File: src/rtl/c_pgood_pkg.sv
// c_pgood_pkg: shared FSM state and fault-code encodings plus the rail voltage width
// used by the c_pgood power-good monitor.
package c_pgood_pkg;

  // Rail voltage bus width, signed, 0.01 V per LSB
  localparam int unsigned VW = 16;

  typedef enum logic [1:0] {
    OFF   = 2'd0,
    RAMP  = 2'd1,
    GOOD  = 2'd2,
    FAULT = 2'd3
  } state_t;

  typedef enum logic [1:0] {
    FC_NONE = 2'd0,
    FC_UV   = 2'd1,
    FC_OV   = 2'd2,
    FC_TMO  = 2'd3
  } fcode_t;

endpackage

File: src/rtl/c_deb.sv
// c_deb: consecutive-sample debounce counter. hit is asserted on the cycle in which
// the n-th consecutive true sample of cond is presented, so the consumer can act on
// that same edge. The count saturates at n-1 and returns to 0 on a false sample or clear.
module c_deb #(
  parameter int unsigned n = 4
) (
  input  logic clk,
  input  logic rst,
  input  logic cond,
  input  logic clear,
  output logic hit
);

  localparam int unsigned   CW  = (n > 1) ? $clog2(n) : 1;
  localparam logic [CW-1:0] TOP = CW'(n - 1);

  logic [CW-1:0] cnt;

  // hit must not depend on clear: clear is derived from the FSM next state, which uses hit
  assign hit = cond && (cnt == TOP);

  // Count consecutive true samples, saturating at n-1
  always_ff @(posedge clk or posedge rst) begin
    if (rst) begin
      cnt <= '0;
    end else if (clear || !cond) begin
      cnt <= '0;
    end else if (cnt != TOP) begin
      cnt <= cnt + CW'(1);
    end
  end

endmodule

File: src/rtl/c_pgood.sv
// c_pgood: power-good monitor for one rail. Qualifies the rail voltage against an
// under-voltage threshold with hysteresis (plus optional over-voltage) using debounce
// counters and a rise timeout, and reports a registered pgood plus a sticky fault code.
// Optional feature: define C_PGOOD_OV_EN to build over-voltage detection (fcode 2).
module c_pgood
  import c_pgood_pkg::*;
#(
  parameter int          vth_on = 300,
  parameter int          hyst   = 10,
  parameter int          vth_ov = 360,
  parameter int unsigned tdeb   = 4,
  parameter int unsigned trise  = 2000
) (
  input  logic          clk,
  input  logic          rst,
  input  logic [VW-1:0] vin,
  input  logic          en,
  input  logic          clr,
  output logic          pgood,
  output logic          fault,
  output logic [1:0]    fcode,
  output logic [1:0]    state
);

  localparam logic signed [VW-1:0] V_ON = VW'(vth_on);
  localparam logic signed [VW-1:0] V_UV = VW'(vth_on - hyst);
  localparam int unsigned          TW   = $clog2(trise + 1);
  localparam logic [TW-1:0]        TMAX = TW'(trise - 1);

  // Elaboration-time sanity checks on the configuration
  if (tdeb < 1) begin : g_bad_tdeb
    $error("c_pgood: tdeb must be >= 1");
  end
  if (vth_ov < vth_on) begin : g_bad_ov
    $error("c_pgood: vth_ov must not be below vth_on");
  end

  state_t               st;
  state_t               nxt;
  fcode_t               fc_q;
  fcode_t               nxt_fc;
  logic [TW-1:0]        timer;
  logic signed [VW-1:0] vin_s;
  logic                 chg;
  logic                 tmo;
  logic                 rise_c, rise_hit;
  logic                 uv_c, uv_hit;
  logic                 ov_hit;

  assign vin_s  = $signed(vin);
  assign rise_c = (st == RAMP) && (vin_s >= V_ON);
  assign uv_c   = (st == GOOD) && (vin_s < V_UV);
  assign tmo    = (st == RAMP) && (timer == TMAX);
  assign chg    = (nxt != st);

  c_deb #(.n(tdeb)) u_rise (
    .clk   (clk),
    .rst   (rst),
    .cond  (rise_c),
    .clear (chg),
    .hit   (rise_hit)
  );

  c_deb #(.n(tdeb)) u_uv (
    .clk   (clk),
    .rst   (rst),
    .cond  (uv_c),
    .clear (chg),
    .hit   (uv_hit)
  );

`ifdef C_PGOOD_OV_EN
  localparam logic signed [VW-1:0] V_OV = VW'(vth_ov);

  logic ov_c;

  assign ov_c = ((st == RAMP) || (st == GOOD)) && (vin_s > V_OV);

  c_deb #(.n(tdeb)) u_ov (
    .clk   (clk),
    .rst   (rst),
    .cond  (ov_c),
    .clear (chg),
    .hit   (ov_hit)
  );
`else
  assign ov_hit = 1'b0;
`endif

  // Next state and fault code; branch order encodes event priority (en drop, OV, UV/timeout, rise)
  always_comb begin
    nxt    = st;
    nxt_fc = fc_q;
    case (st)
      OFF: begin
        if (en) nxt = RAMP;
      end
      RAMP: begin
        if (!en) begin
          nxt = OFF;
        end else if (ov_hit) begin
          nxt    = FAULT;
          nxt_fc = FC_OV;
        end else if (tmo) begin
          nxt    = FAULT;
          nxt_fc = FC_TMO;
        end else if (rise_hit) begin
          nxt = GOOD;
        end
      end
      GOOD: begin
        if (!en) begin
          nxt = OFF;
        end else if (ov_hit) begin
          nxt    = FAULT;
          nxt_fc = FC_OV;
        end else if (uv_hit) begin
          nxt    = FAULT;
          nxt_fc = FC_UV;
        end
      end
      FAULT: begin
        if (clr && !en) begin
          nxt    = OFF;
          nxt_fc = FC_NONE;
        end
      end
      default: begin
        nxt    = OFF;
        nxt_fc = FC_NONE;
      end
    endcase
  end

  // State register with outputs registered from the next-state decode
  always_ff @(posedge clk or posedge rst) begin
    if (rst) begin
      st    <= OFF;
      fc_q  <= FC_NONE;
      pgood <= 1'b0;
      fault <= 1'b0;
    end else begin
      st    <= nxt;
      fc_q  <= nxt_fc;
      pgood <= (nxt == GOOD);
      fault <= (nxt == FAULT);
    end
  end

  // Rise timer: zero outside RAMP, counts edges since RAMP entry, saturates at trise-1
  always_ff @(posedge clk or posedge rst) begin
    if (rst) begin
      timer <= '0;
    end else if (st != RAMP) begin
      timer <= '0;
    end else if (timer != TMAX) begin
      timer <= timer + TW'(1);
    end
  end

  assign state = st;
  assign fcode = fc_q;

endmodule

File: config.mk
export PLATFORM = sky130hd
export DESIGN_NAME = c_pgood
export DESIGN_NICKNAME = d
export VERILOG_FILES = /design/src/rtl/c_pgood_pkg.sv /design/src/rtl/c_deb.sv /design/src/rtl/c_pgood.sv
export SDC_FILE = /design/constraint.sdc
export NUM_CORES = 1
export LEC_CHECK = 0
export CELL_PAD_IN_SITES_DETAIL_PLACEMENT = 0
export CELL_PAD_IN_SITES_GLOBAL_PLACEMENT = 1
export CORE_ASPECT_RATIO = 1.2
export CORE_MARGIN = 2
export CORE_UTILIZATION = 41
export CTS_CLUSTER_SIZE = 30
export DETAILED_ROUTE_END_ITERATION = 12
export PLACE_DENSITY_LB_ADDON = 0.1
export SLEW_MARGIN = 15
export SYNTH_ARGS = -nofsm -noshare
export SYNTH_HDL_FRONTEND = slang
export SYNTH_HIERARCHICAL = 1
export SYNTH_SLANG_ARGS = --single-unit
File: constraint.sdc
create_clock -name clk -period 4.95 [get_ports clk]
set_clock_uncertainty 0.2 [all_clocks]
set_input_delay 0.495 -clock clk [delete_from_list [all_inputs] [get_ports clk]]
set_output_delay 0.495 -clock clk [all_outputs]
set_load 0.01 [all_outputs]
==> qor.yml, run 1 <==
status:
  outcome: "finished, final reports clean"
placement:
  dp_cells: 204
  dpl-instance-area_um2: 1582
  dp_hpwl_um: 2086
  place_ws_ns: 1.983
  io_buffer_count: 24
  place.gp.congestion: 0.8211
die:
  dieWidth_um: 55.70
  io_pins: 26
  die_area_um2: 3678
  row_count: 22
  initial_core_util_pct: 43.04
  die_h_um: 66.04
  core_area_um2: 3055
synthesis:
  synth_area_leader_cell: "dfrtp_1"
  synth_area_leaders: "dfrtp_1 (40%), ha_1 (7.6%), nor2_1 (5.1%)"
  syn_nets: 175
  synth_cell_types: 37
  async_flop_share_pct: 100.0
  ys_ff_latch: 21
  yosysSeqAreaShare_pct: 39.96
  yosysWarnings: 6
  synth_edf_count: 0
  syn-cell-area_um2: 1315
  syn_inst: 147
  yosys.cell_count.top_type: "dfrtp_1"
  netlist.area_leader.share_pct: 39.96
  synth_area_per_cell_um2: 8.946
  netlist_top_cells_count: "dfrtp_1 (21), nor2_1 (18), nand2_1 (13)"
  synth_flop_cell: "dfrtp_1"
worst_setup_path:
  reg2reg_to: "u_uv/cnt[0]"
  worstPathRequired_ns: 4.95
  cp_common_cell: "inv_1"
  reg2reg_slack_ns: 2.18
  crit_chain: "inv_1 -> ha_1 -> inv_1 -> nor3_1 -> and2_2 -> a21oi_1 -> a221oi_2 -> nand2_1 -> nand4b_1 -> nand2b_1 -> nor2_1"
  max_stage_delay_ns: 0.49
  r2r_cells: 11
  end_kind: "flip-flop"
  crit_slowest_cell: "dfrtp_1"
  critical_path_class: "flip-flop to flip-flop"
  timing.rr.start: "state[1]"
  arrival_ns: 2.77
  start_kind: "flip-flop"
  crit_fanout: 15
cts:
  tritoncts: "yes"
  clockBufferDepth: 2
  cts_sinks: 21
  clock_latency_ns: 0.30
  cts_max_level: 1
  cts-resized-gates: 0
  cts_buffers: 3
  cts_setup_buffers: 0
  root_buffer: "clkbuf_4"
  cts.clk_slew.worst_paths_ns: 0.12
  holdBufCountCts: 0
timing:
  final.min_clock_period_ns: 2.766
  hold_viol_final: 0
  rsz0062_at_grt: "no"
  fin_ws_ns: 2.184
  slew_viol_final: 0
  post-route-period-util_pct: 55.87
  setup_viol: 0
  relSlewSlack_pct: 57.64
  fmax_mhz: 361.6
  setup_tns_ns: 0
  tightest_slew_ns: 0.6346
routing:
  viasPerCell: 5.476
  drc: 0
  via_count: 1139
  drt_iter0_drc: 42
  wire_per_inst_um: 12.75
  wirelength_um: 2651
  ant_nets: 0
  dr.pass1.iters: 4
layout:
  fill_cells: 291
  fin_nets: 201
  final_util_pct: 52.62
  diodes: 0
  fin_cells: 208
  syn_to_final_growth_pct: 22.26
  drive_gt1_share_pct: 5.233
  final_area_um2: 1608
grt:
  grt_pass1_wl_um: 4471
  track_usage_pct: 15.39
  antenna_found_initial: 0
  first_global_vias: 1112
  grt_overflow: 0
  grt_max_degree: 18
power_and_ir_drop:
  p_per_area_nw_per_um2: 311.5
  power.leakage_uw: 0.0007038
  peakVddDrop_mv: 0.2123
min_path:
  holdCritPathClass: "input pin to async pin"
job:
  cap_viol_max_count: 0
## power breakdown
group	leakage, uW	internal [uW]	total, uW	switching (uW)
Sequential	0.000284	195	220	24.9
Combinational	0.000405	93.3	201	107
Clock	0.0000150	31.3	80.3	48.9
Total	0.000704	320	501	181
## registers in the layout (all words and copies together), names as in the netlist
register    count
timer          11
fcode           2
u_uv/cnt        2
u_rise/cnt      2
pgood           1
fault           1
state           2
## worst max-delay path: cells and delay by family, from the launching register on
kind / cells / cell delay (ns)
compound gates: 2 / 0.38
fa+ha+maj: 1 / 0.27
buf+inv: 2 / 0.44
flops: 1 / 0.49
simple gates: 6 / 0.89
## worst max-delay path by stage
stage,from,endpoint,slack [ns],cells past startpoint
CTS,state[1],u_uv/cnt[0],2.18,11
detailed placement,vin[4],u_uv/cnt[0],1.98,13
finish,state[1],u_uv/cnt[0],2.18,11
floorplan,state[0],u_rise/cnt[0],2.52,12
global route,state[0],u_rise/cnt[1],2.04,11
global placement,vin[2],u_rise/cnt[0],2.01,13
## stage by stage
step                      hold WS [ns]  power, uW
after floorplan                0.03618      350.5
after global placement          0.2672      425.3
after detailed placement        0.2789      424.7
after CTS                       0.1775      507.1
after global routing            0.1947      538.7
final                           0.1864      500.8
## layer usage
metal | global-route usage [%] | vias to the layer above | routed length (um)
li1 | - | 566 | -
met1 | 16.40 | 548 | 1170
met2 | 28.27 | 23 | 1358
met3 | 2.348 | 2 | 88
met4 | 9.756 | 0 | 34
met5 | 0 | - | 0
## cell usage in the layout (no fill, tap or decap), types with 3 or more instances in the layout
| cell | netlist | layout |
|---|---|---|
| clkdlybuf4s50_1 | 0 | 24 |
| dfrtp_1 | 21 | 21 |
| nor2_1 | 18 | 18 |
| nand2_1 | 13 | 13 |
| inv_1 | 12 | 12 |
| a21oi_1 | 11 | 11 |
| o21ai_0 | 8 | 8 |
| ha_1 | 8 | 8 |
| xor2_1 | 7 | 7 |
| nand2b_1 | 5 | 5 |
| nand4_1 | 4 | 4 |
| or3_1 | 3 | 3 |
| nor3_1 | 3 | 3 |
| nor4_1 | 3 | 3 |
| clkbuf_4 | 0 | 3 |
## kinds of logic after synthesis
| group | Yosys count | share of synthesized area [%] |
|---|---|---|
| flip-flops | 21 | 39.96 |
| AND/OR/NAND/NOR | 63 | 25.88 |
| XOR/XNOR | 9 | 5.995 |
| adder cells (fa/ha/maj) | 8 | 7.612 |
| AO/OA/AOI/OAI | 29 | 14.18 |
| multiplexers | 2 | 1.522 |
| buffers and inverters | 15 | 4.852 |
## final cells by class
type | count | area (um^2) | area share (%)
timing repair buffer | 24 | 240.2 | 14.94
tap | 36 | 45.04 | 2.802
sequential | 21 | 525.5 | 32.68
multi-input combinational | 111 | 725.7 | 45.14
inverter | 12 | 45.04 | 2.802
clock buffer | 4 | 26.28 | 1.634
Power figures use the tool's default switching activity.
==> run 2: changes to the inputs <==
--- a/config.mk
+++ b/config.mk
@@ -9,7 +9,7 @@
 export CELL_PAD_IN_SITES_GLOBAL_PLACEMENT = 1
 export CORE_ASPECT_RATIO = 1.2
 export CORE_MARGIN = 2
-export CORE_UTILIZATION = 41
+export CORE_UTILIZATION = 34
 export CTS_CLUSTER_SIZE = 30
 export DETAILED_ROUTE_END_ITERATION = 12
 export PLACE_DENSITY_LB_ADDON = 0.1
==> constraint.sdc (replaced) <==
create_clock -name clk -period 2.4 [get_ports clk]
set_clock_uncertainty 0.2 [all_clocks]
set_input_delay 0.24 -clock clk [delete_from_list [all_inputs] [get_ports clk]]
set_output_delay 0.24 -clock clk [all_outputs]
set_load 0.01 [all_outputs]
==> qor.yml, run 2 (synthesized netlist as in run 1, its figures left out) <==
cts:
  cts_sinks: 21  # unchanged
  cts.clk_slew.worst_paths_ns: 0.08  # -0.04 ns
  cts_buffers: 3  # unchanged
  clock_latency_ns: 0.26  # -0.04 ns
  tritoncts: "yes"
  root_buffer: "clkbuf_8"
  clockBufferDepth: 2  # unchanged
  cts_max_level: 1  # unchanged
layout:
  top_register: "timer"
  diodes: 0  # unchanged
  final_cell_mix: "dfrtp_1 (19), nor2_1 (16), clkdlybuf4s50_1 (16), buf_4 (16), nand2_1 (13)"
  fill_cells: 371  # +27%
  syn_to_final_growth_pct: 44.24
  final_common_cell: "dfrtp_1"
  multi_input_area_um2: 803.3  # +11%
  regArea_um2: 528.0  # +0.48%
  fin_cells: 242  # +16%
  fin_nets: 219  # +9.0%
  largest_reg_flops: 11  # unchanged
  drive_gt1_share_pct: 22.63  # +17 points
die:
  die_h_um: 72.13  # +9.2%
  io_pins: 26  # unchanged
  dieWidth_um: 60.77  # +9.1%
  core_area_um2: 3664  # +20%
  initial_core_util_pct: 35.89  # -7.1 points
  die_area_um2: 4383  # +19%
  row_count: 24  # +9.1%
grt:
  grt_max_degree: 18  # unchanged
  antenna_found_initial: 0  # unchanged
  first_global_vias: 1266  # +14%
  grt_overflow: 0  # unchanged
  grt_pass1_wl_um: 5264  # +18%
  track_usage_pct: 15.36  # -0.034 points
status:
  outcome: "finished, final reports clean"
timing:
  post-route-period-util_pct: 95.55  # +40 points
  hold_viol_final: 0  # unchanged
  final.min_clock_period_ns: 2.293  # -0.4726 ns
  fmax_mhz: 436.1  # +21%
  tightest_slew_ns: 0.6656  # +0.03091 ns
  setup_viol: 0  # unchanged
  slew_viol_final: 0  # unchanged
  relSlewSlack_pct: 55.58  # -2.1 points
  whs_ns: 0.2849  # +0.09849 ns
worst_setup_path:
  crit_fanout: 6  # -9
  end_kind: "flip-flop"
  worstPathRequired_ns: 2.39  # -2.56 ns
  arrival_ns: 2.28  # -0.49 ns
  start_kind: "flip-flop"
  critical_path_class: "flip-flop to flip-flop"
  reg2reg_slack_ns: 0.11  # -2.08 ns
routing:
  wire_per_inst_um: 12.71  # -0.24%
  dr.pass1.iters: 4  # unchanged
  viasPerCell: 5.033  # -8.1%
  ant_nets: 0  # unchanged
  drt_iter0_drc: 41  # -2.4%
  drc: 0  # unchanged
  wirelength_um: 3077  # +16%
  via_count: 1218  # +6.9%
power_and_ir_drop:
  power.leakage_uw: 0.0009101  # +29%
  p_per_area_nw_per_um2: 667.2  # +110%
  peakVddDrop_mv: 0.3329  # +57%
placement:
  io_buffer_count: 24  # unchanged
  dp_cells: 233  # +14%
  place.gp.congestion: 0.8719  # +6.2%
  dp_hpwl_um: 2294  # +10%
job:
  cap_viol_max_count: 0  # unchanged
min_path:
  holdCritPathClass: "flip-flop to flip-flop"
## run 2: changes by cell type in the layout (fill, tap and decap cells not counted), sizes merged
| cell | before | now |
|---|---|---|
| dlygate4sd3 | 0 | 1 |
| buf | 0 | 17 |
| clkdlybuf4s50 | 24 | 16 |
| dlymetal6s2s | 0 | 8 |
## run 2: cell type report
cell class                 instances  share of cell area [%]
inverter                          12                   2.375
sequential                        21                   27.84
clock buffer                       4                   2.375
multi-input combinational        111                   42.35
tap                               52                   3.430
timing repair buffer              42                   21.64
## run 2: critical path, stage by stage, from the launching register on
cell	delay [ns]
dfrtp_2	0.45
inv_1	0.08
buf_4	0.13
ha_2	0.25
a2111oi_1	0.07
buf_4	0.15
a221o_1	0.28
a31oi_1	0.15
nand4b_1	0.17
nand2b_4	0.20
nor2_2	0.10
## run 2: power by group
group	switching [uW]	internal (uW)	leakage (uW)
Combinational	284	306	0.000606
Sequential	41.6	404	0.000281
Clock	112	118	0.0000228
## run 2: worst paths after layout
path / startpoint / end / cells after the start
min: fcode[0] / fcode[0] / 2
min reg2reg: fcode[0] / fcode[0] / 2
max in group asynchronous: rst / state[1] / 3
max: state[0] / u_rise/cnt[0] / 10
max reg2reg: state[0] / u_rise/cnt[0] / 10
min in group asynchronous: rst / u_rise/cnt[1] / 3
## run 2: what timing repair did
item,in CTS,in global routing
resized for setup,3,28
hold endpoints to repair,4,0
pin swaps,2,12
endpoints found under the setup margin,3,8
hold buffers,1,0
setup buffers,1,3
## run 2: metrics by stage
step	total power, uW	util [%]	instance area, um^2	TNS (ns)	worst slack, ns
4_1_cts	1192	48.57	1779	0	0.003175
5_1_grt	1364	51.78	1897	-0.03911	-0.02973
3_3_place_gp	925.2	46.41	1700	-1.364	-0.2344
2_1_floorplan	724.8	-	1316	0	0.04389
6_report	1266	51.78	1897	0	0.1069
3_5_place_dp	935.5	46.41	1700	-1.720	-0.2729
## run 2: metal layers
metal	GRT usage, %	up-vias	part of all wire (%)
li1	-	600	-
met1	17.71	582	41
met2	27.84	31	54
met3	1.426	5	3.4
met4	6.763	0	1.6
met5	0	-	0
==> run 3: changes to the inputs <==
--- a/config.mk
+++ b/config.mk
@@ -10,8 +10,10 @@
 export CORE_ASPECT_RATIO = 1.2
 export CORE_MARGIN = 2
 export CORE_UTILIZATION = 34
+export CTS_CLUSTER_DIAMETER = 150
 export CTS_CLUSTER_SIZE = 30
 export DETAILED_ROUTE_END_ITERATION = 12
+export GPL_TIMING_DRIVEN = 0
 export PLACE_DENSITY_LB_ADDON = 0.1
 export SLEW_MARGIN = 15
 export SYNTH_ARGS = -nofsm -noshare
==> qor.yml, run 3 (synthesized netlist as in run 1, its figures left out) <==
routing:
  via_count: 1238  # +1.6%
  viasPerCell: 5.053  # +0.40%
  drc: 0  # unchanged
  dr.pass1.iters: 4  # unchanged
  ant_nets: 0  # unchanged
  drt_iter0_drc: 64  # +56%
  wire_per_inst_um: 12.06  # -5.1%
  wirelength_um: 2955  # -4.0%
die:
  dieWidth_um: 60.77  # unchanged
  row_count: 24  # unchanged
  core_area_um2: 3664  # unchanged
  die_h_um: 72.13  # unchanged
  initial_core_util_pct: 35.89  # unchanged
  io_pins: 26  # unchanged
  die_area_um2: 4383  # unchanged
placement:
  place.gp.congestion: 0.8138  # -6.7%
  io_buffer_count: 24  # unchanged
  place_ws_ns: -0.3208  # -0.04790 ns
  dp_cells: 223  # -4.3%
  dp_hpwl_um: 2185  # -4.8%
worst_setup_path:
  start_kind: "flip-flop"
  arrival_ns: 2.34  # +0.06 ns
  worstPathRequired_ns: 2.39  # about the same
  end_kind: "flip-flop"
  critical_path_class: "flip-flop to flip-flop"
  crit_fanout: 8  # +2
layout:
  largest_reg_flops: 11  # unchanged
  diodes: 0  # unchanged
  final_cell_mix: "dfrtp_1 (19), buf_4 (17), clkdlybuf4s50_1 (16)"
  syn_to_final_growth_pct: 48.24
  fin_nets: 222  # +1.4%
  final_common_cell: "dfrtp_1"
  drive_gt1_share_pct: 24.35  # +1.7 points
  fin_cells: 245  # +1.2%
  top_register: "timer"
timing:
  slew_viol_final: 0  # unchanged
  relSlewSlack_pct: 56.32  # +0.74 points
  post-route-period-util_pct: 97.80  # +2.3 points
  fmax_mhz: 426.0  # -2.3%
  hold_viol_final: 0  # unchanged
  whs_ns: 0.2622  # -0.02263 ns
  fin_ws_ns: 0.05282  # -0.05408 ns
  tightest_slew_ns: 0.6545  # -0.01103 ns
  setup_viol: 0  # unchanged
  final.min_clock_period_ns: 2.347  # +0.05408 ns
grt:
  grt_util_met1_pct: 17.38  # -0.32 points
  grt_overflow: 0  # unchanged
  antenna_found_initial: 0  # unchanged
  grt_use_met3_pct: 1.604  # +0.18 points
  track_usage_pct: 14.23  # -1.1 points
  busiest_layer: "met2"
  use_met2_pct: 24.97  # -2.9 points
  grt_pass1_wl_um: 4885  # -7.2%
  grt_max_degree: 18  # unchanged
  first_global_vias: 1213  # -4.2%
cts:
  cts_max_level: 1  # unchanged
  cts_sinks: 21  # unchanged
  clock_latency_ns: 0.25  # about the same
  cts.clk_slew.worst_paths_ns: 0.07  # about the same
  root_buffer: "clkbuf_8"
  cts_buffers: 3  # unchanged
  clockBufferDepth: 2  # unchanged
  tritoncts: "yes"
power_and_ir_drop:
  peakVddDrop_mv: 0.2993  # -10%
  p_per_area_nw_per_um2: 650.7  # -2.5%
  power.leakage_uw: 0.0009171  # +0.77%
  totalPowerFinal_uw: 1268  # +0.22%
job:
  cap_viol_max_count: 0  # unchanged
min_path:
  holdCritPathClass: "input pin to flip-flop"
status:
  outcome: "finished, final reports clean"
run 3: cell count changes in the layout (fill, tap and decap cells not counted), sizes merged:
cell | previous run | this run
clkinvlp | 0 | 1
inv | 12 | 11
buf | 17 | 20
run 3: layout make-up:
type	count	area [um^2]
Fill cell	343	1714
Sequential cell	21	528.0
Tap cell	52	65.06
Buffer	2	15.01
Multi-Input combinational cell	111	835.8
Clock buffer	4	45.04
Timing Repair Buffer	43	409.1
Inverter	12	51.30
run 3: path summary, 6_finish.rpt:
kind                       slack, ns       endpoint  startpoint  depth (start not counted)
max reg2reg                     0.05    u_uv/cnt[1]    state[1]                         11
min in group asynchronous       0.56  u_rise/cnt[1]         rst                          3
min reg2reg                     0.29       fcode[0]    fcode[0]                          2
max in group asynchronous       0.73       state[1]         rst                          3
max                             0.05    u_uv/cnt[1]    state[1]                         11
min                             0.26  u_rise/cnt[1]     vin[15]                          5
run 3: power by group:
| part | switching [uW] | internal (uW) |
|---|---|---|
| Sequential | 41.3 | 404 |
| Clock | 107 | 118 |
| Combinational | 290 | 309 |
run 3: what timing repair did:
item	4_1_cts	5_1_grt
resized for setup	11	27
hold buffers	1	0
hold endpoints to repair	4	0
setup buffers	2	16
endpoints found under the setup margin	8	8
pin swaps	3	12
run 3: per-stage QoR:
stage	setup TNS, ns	instance area (um^2)	utilization (%)
3_3_place_gp	-1.926	1622	44.26
6_report	0	1949	53.21
2_1_floorplan	0	1316	-
5_1_grt	-0.07369	1949	53.21
3_5_place_dp	-1.937	1622	44.26
4_1_cts	0	1732	47.27
run 3: worst max-delay path, cell delays in order (launching register included):
cell and delay, ns:
dfrtp_2 0.49, buf_6 0.15, ha_4 0.17, o21a_1 0.12, and2_4 0.16, a21oi_2 0.13, nor2_1 0.05, a221o_1 0.25
a31oi_1 0.14, nand4b_1 0.15, nand2b_4 0.18, nor2_2 0.09
run 3: metal layers:
layer  vias up  part of all wire (%)
met5         -                     0
met4         0                   1.5
met3         4                   4.6
met2        38                    52
met1       591                    42
li1        605                     -
==> RTL edit, RTL diff (flow settings as in run 2) <==
Build with the macro `C_PGOOD_OV_EN` defined.
--- a/src/rtl/c_pgood.sv
+++ b/src/rtl/c_pgood.sv
@@ -3,4 +3,6 @@
 // counters and a rise timeout, and reports a registered pgood plus a sticky fault code.
 // Optional feature: define C_PGOOD_OV_EN to build over-voltage detection (fcode 2).
+`define C_PGOOD_OV_EN
+
 module c_pgood
   import c_pgood_pkg::*;
Function: changed (a bounded check fails within 10 cycles, from zero or initial values and one cycle with rst high).
==> RTL edit against run 2 <==
Critical endpoint is now u_ov/cnt[0]. Sequential cell count rose by 2. Setup slack worse by 0.16 ns. Final area up 20%. Sequential power up 17%. Synthesized area grew 14%. The run now ends with negative setup slack left. Via count grew 21%. Core utilization increased by 1.6 points. Power increased by 30%. Wire length grew 25%. Cell count increased by 21%. Die area rose by 13%.
==> RTL edit: results (changes against run 2) <==
run_status:
  outcome: "finished, violations left"  # was finished clean
  violations: "negative setup slack"
detailed_routing:
  drt-wirelength-per-cell_um: 13.2  # was 12.7 um
  wirelength_um: 3850  # was 3080 um
  dr.pass1.iters: 4  # unchanged
  drt_iter0_drc: 54  # was 41
  highest_layer: "met4"  # unchanged
  wl_met1_um: 1620  # was 1260 um
  dr_wl_met2_um: 2040  # was 1660 um
  routed-wl-met3_um: 107  # was 106 um
  viasPerCell: 5.05  # was 5.03
synth:
  synth_area_leaders: "dfrtp_1 38%, ha_1 6.7%, nor2_1 6.5%"  # was dfrtp_1 40%, ha_1 7.6%, nor2_1 5.1%
  async_flop_share_pct: 100  # unchanged
  seq_area_frac_synth_pct: 38.3  # was 40.0%
  synthTopCellsByCount: "26 x nor2_1, 23 x dfrtp_1, 12 x nand2_1"  # was 21 x dfrtp_1, 18 x nor2_1, 13 x nand2_1
  synth-main-ff-cell: "dfrtp_1"  # unchanged
  avgSynthCellArea_um2: 8.74  # was 8.95 um2
  yosys_warnings: 6  # unchanged
  ys_types: 41  # was 37
  synth_nets: 200  # was 175
placed_design:
  hpwl_um: 2920  # was 2290 um
  dp_cells: 276  # was 233
  gp_congestion: 0.821  # was 0.872
  port_buffers: 25  # was 24
  post_dp_cell_area_mm2: 0.00204  # was 0.00170 mm2
  pre_cts_ws_ns: -0.683  # was -0.273 ns
grt:
  grt_pass1_wl_um: 6250  # was 5260 um
  gr-total-overflow: 0  # unchanged
  grt_max_degree: 18  # unchanged
  grt.total_usage_pct: 15.8  # was 15.4%
  grt_pass1_vias: 1468  # was 1,266
  antenna_found_initial: 0  # unchanged
clocking:
  cts_buffers: 3  # unchanged
  clockBufferDepth: 2  # unchanged
  clkTransAtPathRegs_ns: 0.08  # about the same
  insertion_delay_ns: 0.26  # about the same
  h-tree-depth: 1  # unchanged
  cts-root-buf: "clkbuf_8"  # unchanged
finish:
  regMostFlops: "timer"  # unchanged
  largest_register_ffs: 11  # unchanged
  fin_nets: 265  # was 219
  drive_gt1_share_pct: 34.3  # was 22.6%
  n_antenna_cell: 0  # unchanged
power_and_ir_drop:
  peakVddDrop_v: 0.000351  # was 0.000333 V
  p_leak_nw: 1.04  # was 0.910 nW
min_path:
  hp-class: "in -> async"  # was reg -> reg
timing:
  setup_ws_ns: -0.0537  # was 0.107 ns
  worst_pin_slew_ns: 0.653  # was 0.666 ns
  setup_violations: 7  # was 0
worst_setup_path:
  crit_arrival_ns: 2.45  # was 2.28 ns
  crit_path_max_fanout: 3  # was 6
==> RTL edit: changes by cell type after synthesis, sizes merged, moves of 3 or more <==
cell | before | now
nor2 | 18 | 26
o21ai | 8 | 12
xnor2 | 2 | 5
nand4 | 4 | 1
==> RTL edit: worst paths after layout <==
kind / start / end / slack, ns / depth (start not counted)
setup reg to reg: state[0] / u_ov/cnt[0] / -0.05 / 12
setup / recovery: state[0] / u_ov/cnt[0] / -0.05 / 12
hold / removal: rst / u_rise/cnt[1] / 0.02 / 2
hold reg to reg: fcode[1] / fcode[1] / 0.32 / 1
max in group asynchronous: rst / state[1] / 1.29 / 2
min in group clk: fcode[1] / fcode[1] / 0.32 / 1
==> RTL edit: per-layer routing <==
metal	up-vias	track usage [%]
li1	735	-
met1	695	17.8
met2	38	28.4
met3	8	1.61
met4	0	8.72
met5	-	0
==> RTL edit: stage by stage <==
stage	total power, W	TNS (ns)
detailed placement	0.00126	-6.59
CTS	0.00161	-0.539
global placement	0.00124	-5.74
finish	0.00165	-0.303
floorplan	0.000950	-0.778
global route	0.00175	-1.57
==> RTL edit: repair_timing <==
item,in CTS,in global routing
resized for setup,37,14
pin swaps,23,14
endpoints found under the setup margin,12,11
buffers inserted,13,2
==> RTL edit: power by group <==
part           leakage (nW)  internal, W  switching (W)
Combinational         0.713     0.000492       0.000400
Sequential            0.306     0.000460      0.0000606
Clock                0.0228     0.000118       0.000118
Total                  1.04      0.00107       0.000578
==> RTL edit: layout make-up <==
type,count,area [um2]
fillers,406,1990
multi-input cells,133,985
flip-flops and latches,23,578
repair buffers,65,549
well taps,56,70.1
inverters,11,46.3
clock buffers,4,45.0
==> RTL edit: logic make-up (layout without fill, tap and decap cells) <==
| kind of cell | count (synthesis) | after routing | share of synthesized area, % |
|---|---|---|---|
| and+or+nand+nor | 67 | 67 | 22.9 |
| AOI/OAI and AO/OA | 44 | 44 | 19.3 |
| DFF | 23 | 23 | 38.3 |
| buffers and inverters | 16 | 80 | 4.49 |
| xor gates and xnor gates | 11 | 11 | 6.41 |
| adders and majority gates | 8 | 8 | 6.66 |
| muxes | 3 | 3 | 2.00 |
==> RTL edit: worst max-delay path: stages, from the launching register on <==
cell      delay [ns]
dfrtp_2         0.40
inv_4           0.05
ha_4            0.26
inv_4           0.04
nor3_4          0.11
and2_4          0.18
inv_2           0.03
o31a_1          0.11
nand3b_4        0.16
a211o_1         0.23
a221o_1         0.36
nand2b_4        0.16
nor2_1          0.08
